[config.mk]
export PLATFORM = sky130hd
export DESIGN_NAME = ct_ibiu_csr_req
export DESIGN_NICKNAME = d
export VERILOG_FILES = /design/src/rtl/ct_ibiu_csr_req_pkg.sv /design/src/rtl/ct_ibiu_csr_timer.sv /design/src/rtl/ct_ibiu_csr_req.sv
export SDC_FILE = /design/constraint.sdc
export NUM_CORES = 1
export LEC_CHECK = 0
export BUFFER_PORTS_ARGS = -buffer_cell sky130_fd_sc_hd__buf_2
export CAP_MARGIN = 5
export CORE_AREA = 4 4 164 166
export DETAILED_ROUTE_END_ITERATION = 7
export DIE_AREA = 0 0 168 170
export PLACE_DENSITY_LB_ADDON = 0.15
export SYNTH_ARGS = -nofsm -noshare
export SYNTH_HDL_FRONTEND = slang
export SYNTH_SLANG_ARGS = --single-unit
[constraint.sdc]
create_clock -name forever_cpuclk -period 2.84 [get_ports forever_cpuclk]
set_input_delay 0.142 -clock forever_cpuclk [delete_from_list [all_inputs] [get_ports forever_cpuclk]]
set_output_delay 0.142 -clock forever_cpuclk [all_outputs]
set_load 0.05 [all_outputs]
[src/rtl/ct_ibiu_csr_req_pkg.sv]
// Shared definitions for the IBIU CSR request path: FSM encodings, field widths and payload layout.
// Optional response timeout is enabled by defining CT_IBIU_CSR_TIMEOUT_EN.
package ct_ibiu_csr_req_pkg;

  localparam int CSR_OP_W      = 16;
  localparam int CSR_WDATA_W   = 64;
  localparam int CSR_RDATA_W   = 128;
  localparam int CSR_PAYLOAD_W = CSR_OP_W + CSR_WDATA_W;

  localparam int PAYLOAD_OP_MSB   = 79;
  localparam int PAYLOAD_OP_LSB   = 64;
  localparam int PAYLOAD_DATA_MSB = 63;
  localparam int PAYLOAD_DATA_LSB = 0;

  localparam logic [1:0] ST_IDLE = 2'd0;
  localparam logic [1:0] ST_REQ  = 2'd1;
  localparam logic [1:0] ST_WAIT = 2'd2;
  localparam logic [1:0] ST_RESP = 2'd3;

  function automatic logic [CSR_PAYLOAD_W-1:0] csr_pack(
    input logic [CSR_OP_W-1:0]    op,
    input logic [CSR_WDATA_W-1:0] wdata
  );
    logic [CSR_PAYLOAD_W-1:0] p;
    p = '0;
    p[PAYLOAD_OP_MSB:PAYLOAD_OP_LSB]     = op;
    p[PAYLOAD_DATA_MSB:PAYLOAD_DATA_LSB] = wdata;
    return p;
  endfunction

endpackage

[src/rtl/ct_ibiu_csr_timer.sv]
// Response-timeout counter: synchronous clear, increment, and all-ones terminal-count flag.
// Only instantiated when CT_IBIU_CSR_TIMEOUT_EN is defined.
module ct_ibiu_csr_timer #(
  parameter int TIMEOUT_W = 10
) (
  input  logic forever_cpuclk,
  input  logic cpurst_b,
  input  logic clr,
  input  logic inc,
  output logic term
);

  logic [TIMEOUT_W-1:0] cnt_reg;

  always_ff @(posedge forever_cpuclk or negedge cpurst_b) begin
    if (!cpurst_b) begin
      cnt_reg <= '0;
    end else if (clr) begin
      cnt_reg <= '0;
    end else if (inc) begin
      cnt_reg <= cnt_reg + 1'b1;
    end
  end

  assign term = &cnt_reg;

endmodule

[src/rtl/ct_ibiu_csr_req.sv]
// CP0-to-CIU CSR request initiator: one outstanding operation, registered outputs throughout.
// Define CT_IBIU_CSR_TIMEOUT_EN to add the response timeout and drive biu_cp0_err.
module ct_ibiu_csr_req
  import ct_ibiu_csr_req_pkg::*;
#(
  parameter int TIMEOUT_W = 10
) (
  input  logic                     forever_cpuclk,
  input  logic                     cpurst_b,
  input  logic                     cp0_biu_sel,
  input  logic [CSR_OP_W-1:0]      cp0_biu_op,
  input  logic [CSR_WDATA_W-1:0]   cp0_biu_wdata,
  output logic                     biu_cp0_busy,
  output logic                     biu_cp0_cmplt,
  output logic [CSR_RDATA_W-1:0]   biu_cp0_rdata,
  output logic                     biu_cp0_err,
  output logic                     ibiu_ciu_csr_sel,
  output logic [CSR_PAYLOAD_W-1:0] ibiu_ciu_csr_wdata,
  input  logic                     ciu_ibiu_csr_cmplt,
  input  logic [CSR_RDATA_W-1:0]   ciu_ibiu_csr_rdata
);

  logic [1:0]               state_reg;
  logic [1:0]               state_next;
  logic                     accept;
  logic                     resp_take;
  logic                     timeout_hit;
  logic                     timeout_fire;
  logic [CSR_PAYLOAD_W-1:0] payload_reg;
  logic [CSR_RDATA_W-1:0]   rdata_reg;
  logic                     csr_sel_reg;
  logic                     busy_reg;
  logic                     cmplt_reg;

`ifdef CT_IBIU_CSR_TIMEOUT_EN
  logic err_reg;

  ct_ibiu_csr_timer #(
    .TIMEOUT_W (TIMEOUT_W)
  ) u_timer (
    .forever_cpuclk (forever_cpuclk),
    .cpurst_b       (cpurst_b),
    .clr            (accept),
    .inc            ((state_reg == ST_REQ) || (state_reg == ST_WAIT)),
    .term           (timeout_hit)
  );

  always_ff @(posedge forever_cpuclk or negedge cpurst_b) begin
    if (!cpurst_b) begin
      err_reg <= 1'b0;
    end else if (accept) begin
      err_reg <= 1'b0;
    end else if (timeout_fire) begin
      err_reg <= 1'b1;
    end
  end

  assign biu_cp0_err = err_reg;
`else
  assign timeout_hit = 1'b0;
  assign biu_cp0_err = 1'b0;
`endif

  // A CIU response always beats a timeout landing in the same cycle.
  always_comb begin
    state_next   = state_reg;
    accept       = 1'b0;
    resp_take    = 1'b0;
    timeout_fire = 1'b0;
    case (state_reg)
      ST_IDLE: begin
        if (cp0_biu_sel) begin
          accept     = 1'b1;
          state_next = ST_REQ;
        end
      end
      ST_REQ: begin
        if (ciu_ibiu_csr_cmplt) begin
          resp_take  = 1'b1;
          state_next = ST_RESP;
        end else begin
          state_next = ST_WAIT;
        end
      end
      ST_WAIT: begin
        if (ciu_ibiu_csr_cmplt) begin
          resp_take  = 1'b1;
          state_next = ST_RESP;
        end else if (timeout_hit) begin
          timeout_fire = 1'b1;
          state_next   = ST_RESP;
        end
      end
      ST_RESP: state_next = ST_IDLE;
      default: state_next = ST_IDLE;
    endcase
  end

  always_ff @(posedge forever_cpuclk or negedge cpurst_b) begin
    if (!cpurst_b) begin
      state_reg   <= ST_IDLE;
      payload_reg <= '0;
      rdata_reg   <= '0;
      csr_sel_reg <= 1'b0;
      busy_reg    <= 1'b0;
      cmplt_reg   <= 1'b0;
    end else begin
      state_reg   <= state_next;
      csr_sel_reg <= accept;
      busy_reg    <= (state_next != ST_IDLE);
      cmplt_reg   <= (state_next == ST_RESP);
      if (accept) begin
        payload_reg <= csr_pack(cp0_biu_op, cp0_biu_wdata);
      end
      if (resp_take) begin
        rdata_reg <= ciu_ibiu_csr_rdata;
      end else if (timeout_fire) begin
        rdata_reg <= '0;
      end
    end
  end

  assign biu_cp0_busy       = busy_reg;
  assign biu_cp0_cmplt      = cmplt_reg;
  assign biu_cp0_rdata      = rdata_reg;
  assign ibiu_ciu_csr_sel   = csr_sel_reg;
  assign ibiu_ciu_csr_wdata = payload_reg;

endmodule

==> impl_metrics.tcl <==
set metrics [dict create \
    wirelength_microns 24700 \
    layout_common_cells "buf_2, dfrtp_1, dlygate4sd3_1" \
    timing.final.crit_period_ns 2.13 \
    post_cts_buffers 0 \
    grt_overflow 0 \
    ff_latch_area_sq_um 5330 \
    synth-seq-area-share_pct 61.7 \
    cp_max_fo 38 \
    reg2reg_setup_slack_ns 0.71 \
    multi_input_area_sq_um 2950 \
    mappedNetlistArea_sq_um 8640 \
    max_freq_mhz 469 \
    ys_warn_count 0 \
    hold_end "biu_cp0_busy$_DFF_PN0_" \
    coreArea_sq_um 25600 \
    cts_buffer_depth 3 \
    io_buffer_count 422 \
    grt_max_degree 88 \
    finClkSkew_ns 0.00735 \
    crit_buf_inv 2 \
    worst_r2r_path_depth 5 \
    num-fill-cells 2059 \
    wl_per_cell_microns 16.9 \
    drtIter0Drc 194 \
    drtPass1Iterations 4 \
    cts_tree "built" \
    die_area_sq_um 28600 \
    holdPathStages 3 \
    start_util_pct 33.7 \
    gp_congestion 0.724 \
    cp.required_ns 3.23 \
    cpPeakStageDelay_ns 0.42 \
    grt_pass1_vias 6837 \
    r2r-end "biu_cp0_rdata[5]$_DFFE_PN0P_" \
    timing.hold.worst.class "input pin to flop" \
    fin_crit_sh_pct 75.1 \
    fp-row-count 59 \
    slew_headroom_pct 48.9 \
    cts.clk_slew.worst_paths_ns 0.06 \
    critPathSlowestCell "ha_1" \
    die_h_microns 170 \
    vias 6175 \
    drcViolationCount 0 \
    cp_data_arrival_time_ns 2.52 \
    drv_slew 0 \
    setup_viol 0 \
    start_kind "flop" \
    nets 1323 \
    endpoint_kind "flop" \
    clockRootBuffer "clkbuf_16" \
    cts_made_buffers 24 \
    fin_setup_tns_ns 0 \
    tightest_slew_ns 0.766 \
    place_ws_ns 0.724 \
    final_common_cell "buf_2" \
    worst_slack_ns 0.708 \
    max-cap-violations 0 \
    yosysTopAreaCell "dfrtp_1" \
    ios 424 \
    grt_pass1_wl_microns 38300 \
    grt_antenna_before_repair 1 \
    synth_nets 677 \
    largest_register_ffs 128 \
    ant_nets 0 \
    dp_hpwl_microns 16800 \
    cts_htree_levels 1 \
    dieWidth_microns 168 \
    vias_per_cell 4.23 \
    track_usage_pct 16.4 \
    synth_top_cell_area_share_pct 61.7 \
    synth-seq-cells 213 \
    ys_types 16 \
    hold_viol 0 \
    synthTopCellsByArea "dfrtp_1, mux2_4, mux2_2" \
    status "completed" \
    critical_path_class "flop to flop" \
    hp-start "cp0_biu_sel" \
    rsz0062_at_grt "false" \
    drive_above_1_share_pct 61.2 \
    cts_sinks 213 \
    critical-path-top-delay-family "buffers and inverters" \
    area_growth_pct 62.2 \
    syn_area_per_cell_sq_um 18.7 \
    crit_path_cell_trace "inv_1, ha_1, nand2_8, buf_4, mux2_2" \
    r2r-start "state_reg[0]$_DFF_PN0_" \
    synthCells 461 \
    clock_latency_ns 0.51 \
]
-- tightest hold or removal path, cell delays in order --
cell,delay [ns]
buf_2,0.09
mux2i_1,0.10
a22oi_1,0.16
-- logic make-up (layout without fill, tap and decap cells) --
logic type	Yosys count	after routing	share of synthesized area (%)
flops	213	213	61.7
mux	209	209	32.9
buf+inv	27	691	4.33
fa+ha+maj	4	4	0.579
compound gates	4	4	0.318
simple gates	3	3	0.188
other cells	1	2	0.0434
-- routing by layer --
layer / GRT usage, % / wire length, microns / vias up
li1: - / - / 2905
met1: 20.2 / 9810 / 2926
met2: 27.8 / 11900 / 297
met3: 5.62 / 2440 / 47
met4: 4.48 / 595 / 0
met5: 0 / 0 / -
-- worst max-delay path by stage --
stage | depth (start not counted) | slack [ns] | startpoint | end
final | 5 | 0.71 | state_reg[0]$_DFF_PN0_ | biu_cp0_rdata[5]$_DFFE_PN0P_
after CTS | 5 | 0.72 | state_reg[0]$_DFF_PN0_ | biu_cp0_rdata[5]$_DFFE_PN0P_
after detailed placement | 5 | 0.72 | state_reg[0]$_DFF_PN0_ | biu_cp0_rdata[5]$_DFFE_PN0P_
after floorplan | 6 | 1.22 | state_reg[0]$_DFF_PN0_ | biu_cp0_rdata[100]$_DFFE_PN0P_
after global routing | 5 | 0.62 | state_reg[0]$_DFF_PN0_ | biu_cp0_rdata[5]$_DFFE_PN0P_
after global placement | 5 | 0.76 | state_reg[0]$_DFF_PN0_ | biu_cp0_rdata[0]$_DFFE_PN0P_
-- cells in the mapped netlist (all sizes together) --
cell and count:
a211oi 2, a21oi 1, a22oi 1, and2 1
buf 24, conb 1, dfrtp 213, ha 4
inv 3, mux2 208, mux2i 1, nand2 1
nor2 1
-- final cells by class --
class / count / area share, %
Antenna cell: 1 / 0.0179
Sequential cell: 213 / 38.0
Clock inverter: 12 / 1.37
Multi-Input combinational cell: 221 / 21.1
Inverter: 3 / 0.0803
Tap cell: 335 / 2.99
Clock buffer: 32 / 5.08
Timing Repair Buffer: 644 / 31.4
-- through the flow --
stage,hold WS [ns],instance area [sq um],utilization (%),std cells
global route,0.0574,14000,54.7,1461
CTS,0.0154,14000,54.7,1460
floorplan,-0.154,8640,-,461
finish,0.0412,14000,54.7,1461
global placement,0.265,11000,43.0,1207
detailed placement,0.264,11000,43.0,1207
-- timing repair --
action,4_1_cts,5_1_grt
hold buffers,209,0
resized for setup,0,0
endpoints found under the hold margin,289,0
Power is left out: the tool's default activity adds up to more than one toggle a clock period on the data nets, which glitch-free logic cannot reach.
